===== src/rtl/k423_mem_arbiter.sv =====
// k423_mem_arbiter: shares one memory port between instruction fetch (IF)
// and the load/store path (LS). Outstanding requests are tracked in an
// in-order owner-tag FIFO so each response is routed back to its issuer;
// IF responses squashed by a branch flush are dropped.
// Build option: define K423_ARB_RR_EN for round-robin arbitration
// (default: fixed priority, LS over IF).
module k423_mem_arbiter #(
    parameter int ADDR_W    = 32,
    parameter int DATA_W    = 32,
    parameter int OST_DEPTH = 2
) (
    input  logic                clk_i,
    input  logic                rst_n_i,
    input  logic                flush_i,
    input  logic                if_req_vld_i,
    output logic                if_req_rdy_o,
    input  logic [ADDR_W-1:0]   if_req_addr_i,
    output logic                if_rsp_vld_o,
    input  logic                ls_req_vld_i,
    output logic                ls_req_rdy_o,
    input  logic [ADDR_W-1:0]   ls_req_addr_i,
    input  logic                ls_req_wen_i,
    input  logic [DATA_W-1:0]   ls_req_wdata_i,
    input  logic [DATA_W/8-1:0] ls_req_wstrb_i,
    output logic                ls_rsp_vld_o,
    output logic [DATA_W-1:0]   rsp_rdata_o,
    output logic                mem_req_vld_o,
    input  logic                mem_req_rdy_i,
    output logic [ADDR_W-1:0]   mem_req_addr_o,
    output logic                mem_req_wen_o,
    output logic [DATA_W-1:0]   mem_req_wdata_o,
    output logic [DATA_W/8-1:0] mem_req_wstrb_o,
    input  logic                mem_rsp_vld_i,
    input  logic [DATA_W-1:0]   mem_rsp_rdata_i,
    output logic                arb_err_o
);

    localparam int PTR_W = (OST_DEPTH > 1) ? $clog2(OST_DEPTH) : 1;
    localparam int CNT_W = PTR_W + 1;
    localparam logic OWN_IF = 1'b0;
    localparam logic OWN_LS = 1'b1;

    typedef enum logic {ARB_IDLE, ARB_HOLD} arb_state_t;

    arb_state_t           state;
    logic                 hold_own;
    logic [CNT_W-1:0]     count;
    logic [PTR_W-1:0]     wr_ptr;
    logic [PTR_W-1:0]     rd_ptr;
    logic [OST_DEPTH-1:0] tag_own;
    logic [OST_DEPTH-1:0] tag_disc;
    logic                 idle_own;
    logic                 grant_own;
    logic                 full;
    logic                 hs;
    logic                 pop;
    logic                 head_own;
    logic                 head_disc;

    function automatic logic [PTR_W-1:0] ptr_inc(input logic [PTR_W-1:0] p);
        return (p == PTR_W'(OST_DEPTH - 1)) ? '0 : p + PTR_W'(1);
    endfunction

`ifdef K423_ARB_RR_EN
    logic rr_ptr;

    // Round-robin: on contention the pointer names the preferred owner
    always_comb begin
        idle_own = ls_req_vld_i;
        if (if_req_vld_i && ls_req_vld_i)
            idle_own = rr_ptr;
    end

    // Hand preference to the loser after every contended handshake
    always_ff @(posedge clk_i or negedge rst_n_i) begin
        if (!rst_n_i)
            rr_ptr <= OWN_LS;
        else if (hs && if_req_vld_i && ls_req_vld_i)
            rr_ptr <= ~grant_own;
    end
`else
    // Fixed priority: LS wins whenever it requests
    assign idle_own = ls_req_vld_i;
`endif

    // A stalled request keeps its owner until memory takes it
    assign grant_own = (state == ARB_HOLD) ? hold_own : idle_own;

    // A pop in the same cycle does not free a slot for a new grant
    assign full          = (count == CNT_W'(OST_DEPTH));
    assign mem_req_vld_o = ~full & (grant_own ? ls_req_vld_i : if_req_vld_i);
    assign hs            = mem_req_vld_o & mem_req_rdy_i;
    assign if_req_rdy_o  = hs & (grant_own == OWN_IF);
    assign ls_req_rdy_o  = hs & (grant_own == OWN_LS);

    // IF never writes, so its write fields are forced to zero
    assign mem_req_addr_o  = grant_own ? ls_req_addr_i : if_req_addr_i;
    assign mem_req_wen_o   = grant_own & ls_req_wen_i;
    assign mem_req_wdata_o = grant_own ? ls_req_wdata_i : '0;
    assign mem_req_wstrb_o = grant_own ? ls_req_wstrb_i : '0;

    // A response with nothing outstanding is an error, not a pop
    assign pop       = mem_rsp_vld_i & (count != '0);
    assign head_own  = tag_own[rd_ptr];
    assign head_disc = tag_disc[rd_ptr];

    assign if_rsp_vld_o = pop & (head_own == OWN_IF) & ~head_disc & ~flush_i;
    assign ls_rsp_vld_o = pop & (head_own == OWN_LS);
    assign rsp_rdata_o  = mem_rsp_rdata_i;

    // Grant FSM: latch the owner when memory stalls a presented request
    always_ff @(posedge clk_i or negedge rst_n_i) begin
        if (!rst_n_i) begin
            state    <= ARB_IDLE;
            hold_own <= OWN_LS;
        end else begin
            case (state)
                ARB_IDLE: begin
                    if (mem_req_vld_o && !mem_req_rdy_i) begin
                        state    <= ARB_HOLD;
                        hold_own <= idle_own;
                    end
                end
                ARB_HOLD: begin
                    if (mem_req_rdy_i)
                        state <= ARB_IDLE;
                end
                default: state <= ARB_IDLE;
            endcase
        end
    end

    // Owner-tag FIFO: push on handshake, pop on response, flush marks IF tags
    always_ff @(posedge clk_i or negedge rst_n_i) begin
        if (!rst_n_i) begin
            count    <= '0;
            wr_ptr   <= '0;
            rd_ptr   <= '0;
            tag_own  <= '0;
            tag_disc <= '0;
        end else begin
            if (flush_i) begin
                for (int i = 0; i < OST_DEPTH; i++)
                    if (tag_own[i] == OWN_IF)
                        tag_disc[i] <= 1'b1;
            end
            if (hs) begin
                tag_own[wr_ptr]  <= grant_own;
                tag_disc[wr_ptr] <= (grant_own == OWN_IF) & flush_i;
                wr_ptr           <= ptr_inc(wr_ptr);
            end
            if (pop)
                rd_ptr <= ptr_inc(rd_ptr);
            case ({hs, pop})
                2'b10:   count <= count + CNT_W'(1);
                2'b01:   count <= count - CNT_W'(1);
                default: count <= count;
            endcase
        end
    end

    // Sticky error: response arrived with no request outstanding
    always_ff @(posedge clk_i or negedge rst_n_i) begin
        if (!rst_n_i)
            arb_err_o <= 1'b0;
        else if (mem_rsp_vld_i && (count == '0))
            arb_err_o <= 1'b1;
    end

endmodule

===== config.mk =====
export PLATFORM = sky130hd
export DESIGN_NAME = k423_mem_arbiter
export DESIGN_NICKNAME = d
export VERILOG_FILES = /design/src/rtl/k423_mem_arbiter.sv
export SDC_FILE = /design/constraint.sdc
export NUM_CORES = 1
export LEC_CHECK = 0
export CORE_ASPECT_RATIO = 0.5
export CORE_MARGIN = 3
export CORE_UTILIZATION = 23
export DETAILED_ROUTE_END_ITERATION = 8
export HOLD_SLACK_MARGIN = 0.08
export PLACE_DENSITY = 0.87
export SYNTH_ARGS = -nofsm -noshare
export SYNTH_HDL_FRONTEND = slang
export SYNTH_SLANG_ARGS = --single-unit

===== constraint.sdc =====
create_clock -name clk_i -period 3.13 [get_ports clk_i]
set_clock_uncertainty 0.05 [all_clocks]
set_input_delay 0.313 -clock clk_i [delete_from_list [all_inputs] [get_ports clk_i]]
set_output_delay 0.313 -clock clk_i [all_outputs]
set_load 0.05 [all_outputs]

==> impl_results.md <==
* Clk pwr share at 0.076
* CTS tree: built
* Int Pwr at 1.54 mW
* Crit path time final at 2.45 ns
* Die height at 62.1 um
* DRT iter0 DRCs at 65
* Net Sw Frac at 0.495
* Synth top area cells: nand2_1 (25%), dfrtp_1 (17%), buf_4 (17%), and2_1 (16%), mux2i_1 (3.5%)
* Row count at 19
* Pin count of the biggest net entering global routing at 57
* Avg Inst Size Synth at 6.20 um2
* Cell count after synthesis at 233
* Area leader, netlist: nand2_1
* Synth cell types at 23
* Comb pwr share at 0.832
* Ratio of cells with drive above 1 in the final layout at 0.214
* Total wire length at 6.89 mm
* Max Buffers Root-to-Sink at 2
* Antenna violation net count after detailed routing at 0
* Final setup fails at 0
* RSZ-0062 raised after global routing: no
* Crit path arrival time at 2.09 ns
* IO Port Bufs at 182
* Via count at 1901
* Synth Cell Area at 0.00145 mm2
* Relative slew slack at 0.663
* Post-synth top area share at 0.255
* Placer Congestion at 0.813
* Leak at 1.75 nW
* Reg2reg setup slack at 1.11 ns
* Count of pins over their slew limit at 0
* Clock Latency Late Sink at 0.24 ns
* Core area at 0.00578 mm2
* Fin util at 0.674
* Cell Pwr Density at 781 mW/mm2
* Switching Power at 1.51 mW
* Number of global-route vias before repair at 1804
* Final hold violations at 0
* Drt pass-1 iters at 4
* Worst endpoint required time at 2.77 ns
* Area Overhead vs Synth at 170%
* Hold buffer count at CTS at 0
* Critical Path End: if_rsp_vld_o
* Most frequent cells in the layout: clkdlybuf4s50_1 (111), nand2_1 (98), buf_12 (70)
* Leading cell type in the layout, fill and taps excluded: clkdlybuf4s50_1
* VDD IR max at 0.442 mV
* Ys Warns at 0
* GRT Overall Usage at 0.164
* Syn Nets at 374
* RR Endpoint: count[1]
* Achievable Freq at 408 MHz
* CTS clk-pin slew, worst paths at 0.04 ns
* Fillers at 427
* Wire length per cell at 14.9 um
* Initial antenna violation count at 0
* Nets at 520
* Final Cycle Share at 0.783
* Post-DP HPWL at 6.11 mm
* H-tree depth at 1
* Launching point of the worst reg2reg path: hold_own
* Clock sink total at 11
* DIE WIDTH at 118 um
* First-pass GRT wire length at 9.40 mm
* CP Launch Type: input pin
* Detailed-route DRC error count at 0
* Post-CTS Resized at 0
* WS Path Type: in -> out
* Total grt overflow at 0
* Worst setup path startpoint: mem_rsp_vld_i
* Setup TNS at 0 ns
* N_diodes at 0
* Clock tree root buffer cell: clkbuf_16
* Starting density of the core at 0.250
* Synth Register Bits at 11
* # IOs at 247
* Slew at the pin closest to its max-slew limit at 0.504 ns
* Part of the power in registers at 0.092
* Reg2Reg Depth at 5
* Critical path fanouts, max at 3
* Max-cap violation count at 0
* Sequential-to-total area share from yosys stat at 0.191
* Overall die area at 0.00733 mm2
* Worst setup EP type: primary output
* Inserted Clock Buffers at 3
* Status: finished, final reports clean
* Hold Crit Class: in -> async
* Postcts setup bufs at 0
* Vias per cell at 4.11
-- through the flow --
stage / std cells / power (mW) / hold slack (ns) / setup slack, ns / instance area (um2)
after global placement: 458 / 2.79 / 0.400 / 0.705 / 3820
after floorplan: 233 / 1.64 / -0.0326 / 0.607 / 1450
after CTS: 462 / 3.07 / 0.367 / 0.681 / 3900
final: 462 / 3.04 / 0.356 / 0.680 / 3900
after detailed placement: 458 / 2.83 / 0.395 / 0.688 / 3820
after global routing: 462 / 3.17 / 0.397 / 0.539 / 3900
-- routing by layer --
metal,track usage,share of wire
met5,0,0
met3,0.0425,0.057
met2,0.302,0.55
met4,0.0533,0.020
met1,0.196,0.38
-- worst min path at each step --
stage | end | slack, ns
after floorplan | arb_err_o | -0.03
after global placement | arb_err_o | 0.40
after detailed placement | arb_err_o | 0.40
after CTS | count[0] | 0.37
after global routing | arb_err_o | 0.40
final | arb_err_o | 0.36
-- registers in the layout (all words and copies together) (netlist names) --
signal / cells
tag_disc: 2
rd_ptr: 1
tag_own: 2
hold_own: 1
arb_err_o: 1
wr_ptr: 1
state: 1
count: 2
-- power by group through the flow --
stage                     Sequential (mW)  Combinational (mW)  Clock [mW]
after global placement              0.274                2.52           0
after CTS                           0.278                2.56       0.235
after global routing                0.289                2.64       0.243
final                               0.279                2.53       0.232
after floorplan                     0.256                1.39           0
after detailed placement            0.279                2.55           0
-- worst max-delay path, cell delays in order --
cell,delay (ns)
clkdlybuf4s50_1,0.48
o21ai_0,0.16
nor4_1,0.29
clkdlybuf4s50_1,0.84
-- kinds of logic after synthesis --
logic type	after synthesis	share of synthesized area
simple gates	148	0.458
flops	11	0.191
fa+ha+maj	1	0.00866
buf+inv	49	0.210
compound gates	12	0.0511
mux	7	0.0502
xor+xnor	5	0.0303
-- synthesized netlist by cell type (all sizes together) --
cell type / count
inv: 6
nand2: 98
ha: 1
a2111o: 1
xor2: 1
mux2: 2
and2: 38
nor2: 7
nor4: 1
or2: 1
dfrtp: 10
xnor2: 4
nand3: 1
clkbuf: 11
o21ai: 5
mux2i: 5
a32o: 1
a21oi: 4
nor2b: 1
buf: 32
dfstp: 1
a21o: 1
nand2b: 1
-- area by class of cell --
cell class | count | area, um2 | area share
clock buffers | 3 | 75.1 | 0.0193
clock inverters | 1 | 5.00 | 0.00128
inverters | 6 | 22.5 | 0.00578
multi-input cells | 173 | 877 | 0.225
flip-flops and latches | 11 | 277 | 0.0710
well taps | 84 | 105 | 0.0270
repair buffers | 184 | 2530 | 0.651
Note: power is estimated with default switching activity, not from simulation.
==> edit 1 (same flow settings) <==
Build with the macro `K423_ARB_RR_EN` defined.
--- a/src/rtl/k423_mem_arbiter.sv
+++ b/src/rtl/k423_mem_arbiter.sv
@@ -4,6 +4,8 @@
 // IF responses squashed by a branch flush are dropped.
 // Build option: define K423_ARB_RR_EN for round-robin arbitration
 // (default: fixed priority, LS over IF).
+`define K423_ARB_RR_EN
+
 module k423_mem_arbiter #(
     parameter int ADDR_W    = 32,
     parameter int DATA_W    = 32,
Function: changed (a bounded check fails within 4 cycles, from zero or initial values and one cycle with rst_n_i low).
==> edit 1 against the original RTL <==
Area after synthesis is 7.8% higher. Total power is 15% lower. Sequential cell count is 1 higher. Hold slack better by 0.0046 ns. Critical path depth stayed put. Final area is 19% lower. Wire length is 3.6% lower. Combinational power is 19% lower. Non-clock buffer count is 1 higher. Maximum frequency is 8.0% lower. Via count is 11% lower. Setup slack worse by 0.21 ns.
==> edit 1: results (changes against the original RTL) <==
cts_resized: 0  # unchanged
ys_types: 34  # +48%
grt_pass1_wl_um: 9380  # -0.21%
clockRootBuffer: "clkbuf_16"
status: "finished clean"
routabilityCongestion: 0.809  # -0.52%
use_met2_pct: 31.0  # +0.86 points
synth_top_cells_by_count: "41 x nor2b_1, 35 x mux2_2, 34 x buf_4"
fin_nets: 465  # -11%
fin_crit_ns: 2.66  # +0.214 ns
vias: 1693  # -11%
met3_usage_pct: 3.54  # -0.71 points
synth.area.top_cells: "mux2_2 25%, nor2b_1 16%, buf_4 16%"
irDropWorstVdd_uv: 353  # -20%
drive_above_1_share_pct: 36.8  # +15 points
worstPathArrival_ns: 2.30  # +0.21 ns
grt_max_degree: 51  # -11%
p_sw_share_pct: 54.6  # +5.1 points
grt_use_total_pct: 15.3  # -1.1 points
critPathMaxFanout: 8  # +5
use_met1_pct: 15.3  # -4.3 points
place_hpwl_um: 5860  # -4.1%
drt_first_pass_iters: 6  # +2
synth.yosys.seq_area_share_pct: 19.4  # +0.30 points
tightest_slew_ns: 0.523  # +0.0182 ns
total_leakage_power_nw: 1.34  # -24%
routed_wl_um: 6650  # -3.6%
## edit 1: cell types whose count changed after synthesis, moves of 3 or more
cell,unedited run,this run
nand2_1,98,3
nor2b_1,1,41
and2_1,38,1
mux2_2,2,35
clkbuf_1,11,0
buf_2,0,6
mux2i_1,5,2
nor2_1,7,4
## edit 1: critical path: stages
cell and delay, ns:
clkdlybuf4s50_1 0.65, a21oi_1 0.11, a211oi_1 0.34, clkdlybuf4s50_1 0.89
## edit 1: power by group through the flow
stage | Combinational [W] | Sequential (W) | Clock [W]
detailed placement | 0.00206 | 0.000303 | 0
global route | 0.00214 | 0.000314 | 0.000268
CTS | 0.00206 | 0.000302 | 0.000257
global placement | 0.00202 | 0.000296 | 0
floorplan | 0.00155 | 0.000281 | 0
finish | 0.00205 | 0.000303 | 0.000252
## edit 1: per-stage QoR
step / utilization (%) / cell area [um^2] / cells / power [W] / setup slack (ns)
after floorplan: - / 1560 / 175 / 0.00183 / 0.607
after global placement: 48.8 / 3070 / 407 / 0.00232 / 0.580
after detailed placement: 48.8 / 3070 / 407 / 0.00236 / 0.450
after CTS: 50.2 / 3160 / 411 / 0.00262 / 0.448
after global routing: 50.2 / 3160 / 411 / 0.00273 / 0.319
final: 50.2 / 3160 / 411 / 0.00260 / 0.466
## edit 1: routing by layer
layer  vias to the layer above  wire length (um)
met5                         -                 0
met4                         0               169
met3                         8               460
met2                        57              3780
met1                       779              2230
li1                        849                 -
## edit 1: cell type report
cell class,instances,area [um^2]
well taps,88,110
flip-flops and latches,12,303
fillers,586,3140
clock buffers,4,88.8
inverters,4,15.0
repair buffers,185,1690
multi-input cells,118,955
## edit 1: final timing paths
kind	from	to	slack, ns
max	if_req_vld_i	mem_req_vld_o	0.47
min	rst_n_i	tag_disc[1]$_DFF_PN0_	0.36
max reg2reg	state$_DFF_PN0_	count[1]$_DFFE_PN0P_	1.33
min reg2reg	arb_err_o$_DFFE_PN0P_	arb_err_o$_DFFE_PN0P_	0.42
max in group asynchronous	rst_n_i	rr_ptr$_DFFE_PN1P_	2.32
min in group clk_i	arb_err_o$_DFFE_PN0P_	arb_err_o$_DFFE_PN0P_	0.42
## edit 1: cell families after synthesis
family | synth area share (%)
AND/OR/NAND/NOR | 22.9
buffers and inverters | 20.0
multiplexers | 26.6
AO/OA/AOI/OAI | 7.47
flip-flops | 19.4
XOR/XNOR | 2.81
adder cells (fa/ha/maj) | 0.803
==> edit 2 (same settings) <==
Without the edit above. Register the output `arb_err_o` once more, cleared by the reset; this adds one clock of latency there. The other outputs are not delayed to match.
--- a/src/rtl/k423_mem_arbiter.sv
+++ b/src/rtl/k423_mem_arbiter.sv
@@ -41,6 +41,8 @@
     localparam logic OWN_LS = 1'b1;
 
     typedef enum logic {ARB_IDLE, ARB_HOLD} arb_state_t;
+
+    logic arb_err_s0;
 
     arb_state_t           state;
     logic                 hold_own;
@@ -162,9 +164,17 @@
     // Sticky error: response arrived with no request outstanding
     always_ff @(posedge clk_i or negedge rst_n_i) begin
         if (!rst_n_i)
-            arb_err_o <= 1'b0;
+            arb_err_s0 <= 1'b0;
         else if (mem_rsp_vld_i && (count == '0))
-            arb_err_o <= 1'b1;
+            arb_err_s0 <= 1'b1;
+    end
+
+    always_ff @(posedge clk_i or negedge rst_n_i) begin
+        if (!rst_n_i) begin
+            arb_err_o <= '0;
+        end else begin
+            arb_err_o <= arb_err_s0;
+        end
     end
 
 endmodule
Formal check against the unedited RTL: not equivalent (Yosys sat finds a counterexample within 4 cycles, from zero or initial values and one cycle with rst_n_i low).
==> edit 2 against the original RTL <==
Count of clock-buffer cells in the layout up 1. Setup slack worse by 0.041 ns. Wire length up 11%. Area after synthesis up 1.7%. Sequential cell count up 1. Total power up 1.2%. Final area up 0.80%. Sequential power up 6%. Critical endpoint unchanged.
==> edit 2: results (changes against the original RTL) <==
wl_met1_um: 2380  # -8.5%
cts_buffers: 3  # unchanged
cts_resized: 0  # unchanged
status: "finished clean"
grt_use_total_pct: 19.2  # +2.8 points
grt_max_degree: 43  # -25%
reg_top3: "count (2), tag_disc (2), tag_own (2)"
drt_first_pass_iters: 4  # unchanged
wl_met3_um: 619  # +57%
dp_slack_ns: 0.630  # -0.0582 ns
antenna_cells: 0  # unchanged
drtIter0Drc: 83  # +28%
async_reset_ff_share_pct: 100  # unchanged
total_leakage_power_nw: 1.77  # +0.62%
final_cells: 464  # +0.43%
nFillCells: 451  # +5.6%
routed_wl_um: 7640  # +11%
critPathMaxFanout: 3  # unchanged
place_hpwl_um: 6810  # +11%
syn_nets: 375  # +0.27%
holdCritPathClass: "register to register"
dr_wl_met2_um: 4550  # +21%
viasPerCell: 4.13  # +0.41%
synth.yosys.seq_area_share_pct: 20.5  # +1.4 points
routed.top_layer: "met4"
placed_cell_area_um2: 3850  # +0.85%
synthCells: 234  # +0.43%
port_buffers: 182  # unchanged
cts_setup_buffers: 0  # unchanged
routabilityCongestion: 0.841  # +3.5%
clock_path_buffers: 2  # unchanged
antenna_found_initial: 0  # unchanged
clockRootBuffer: "clkbuf_16"
met3_usage_pct: 7.05  # +2.8 points
ys.flop_type: "dfrtp_1"
fin_nets: 522  # +0.38%
use_met1_pct: 18.3  # -1.4 points
use_met2_pct: 39.5  # +9.3 points
synth.area.top_cells: "nand2_1 25%, dfrtp_1 19%, buf_4 16%"
clk_latency_ns: 0.24  # about the same
drive_above_1_share_pct: 21.3  # -0.11 points
relSlewSlack_pct: 64.7  # -1.5 points
grt_pass1_wl_um: 11300  # +21%
clk_pin_slew_ns: 0.04  # about the same
worstPathArrival_ns: 2.13  # +0.04 ns
ys_types: 23  # unchanged
irDropWorstVdd_uv: 383  # -13%
cts-htree-levels: 1  # unchanged
synth-warning-count: 0  # unchanged
synth_top_cells_by_count: "98 x nand2_1, 38 x and2_1, 32 x buf_4"
## edit 2: changes by cell type after synthesis, sizes merged
cell	unedited run	this run
dfrtp	10	11
## edit 2: path summary, 6_finish.rpt
| check | start | end | slack [ns] | cells after the start |
|---|---|---|---|---|
| min in group asynchronous | rst_n_i | tag_disc[0]$_DFF_PN0_ | 0.38 | 1 |
| setup / recovery | mem_rsp_vld_i | if_rsp_vld_o | 0.64 | 4 |
| hold / removal | arb_err_s0$_DFFE_PN0P_ | arb_err_o$_DFF_PN0_ | 0.34 | 0 |
| max in group asynchronous | rst_n_i | hold_own$_DFFE_PN1P_ | 2.29 | 1 |
| hold reg to reg | arb_err_s0$_DFFE_PN0P_ | arb_err_o$_DFF_PN0_ | 0.34 | 0 |
| setup reg to reg | hold_own$_DFFE_PN1P_ | count[1]$_DFFE_PN0P_ | 1.06 | 6 |
## edit 2: where the power goes
part	switching [W]	leakage, nW	total (W)	internal [W]
Sequential	0.0000724	0.132	0.000297	0.000225
Combinational	0.00139	1.60	0.00255	0.00116
Clock	0.0000605	0.0382	0.000231	0.000171
Total	0.00152	1.77	0.00308	0.00156
## edit 2: cell type report
cell class	count	area, um^2	area share, %
Timing Repair Buffer	185	2540	64.7
Multi-Input combinational cell	173	877	22.3
Sequential cell	12	302	7.68
Tap cell	84	105	2.68
Clock buffer	4	78.8	2.01
Inverter	6	22.5	0.573
## edit 2: kinds of logic after synthesis
logic type | share of synthesized area [%]
buffers and inverters | 20.7
flip-flops | 20.5
multiplexers | 4.94
XOR/XNOR | 2.98
AND/OR/NAND/NOR | 45.0
adder cells (fa/ha/maj) | 0.851
AO/OA/AOI/OAI | 5.02
## edit 2: critical path, cell delays in order
cell             delay [ns]
clkdlybuf4s50_1        0.47
o21ai_0                0.18
nor4_1                 0.31
clkdlybuf4s50_1        0.86
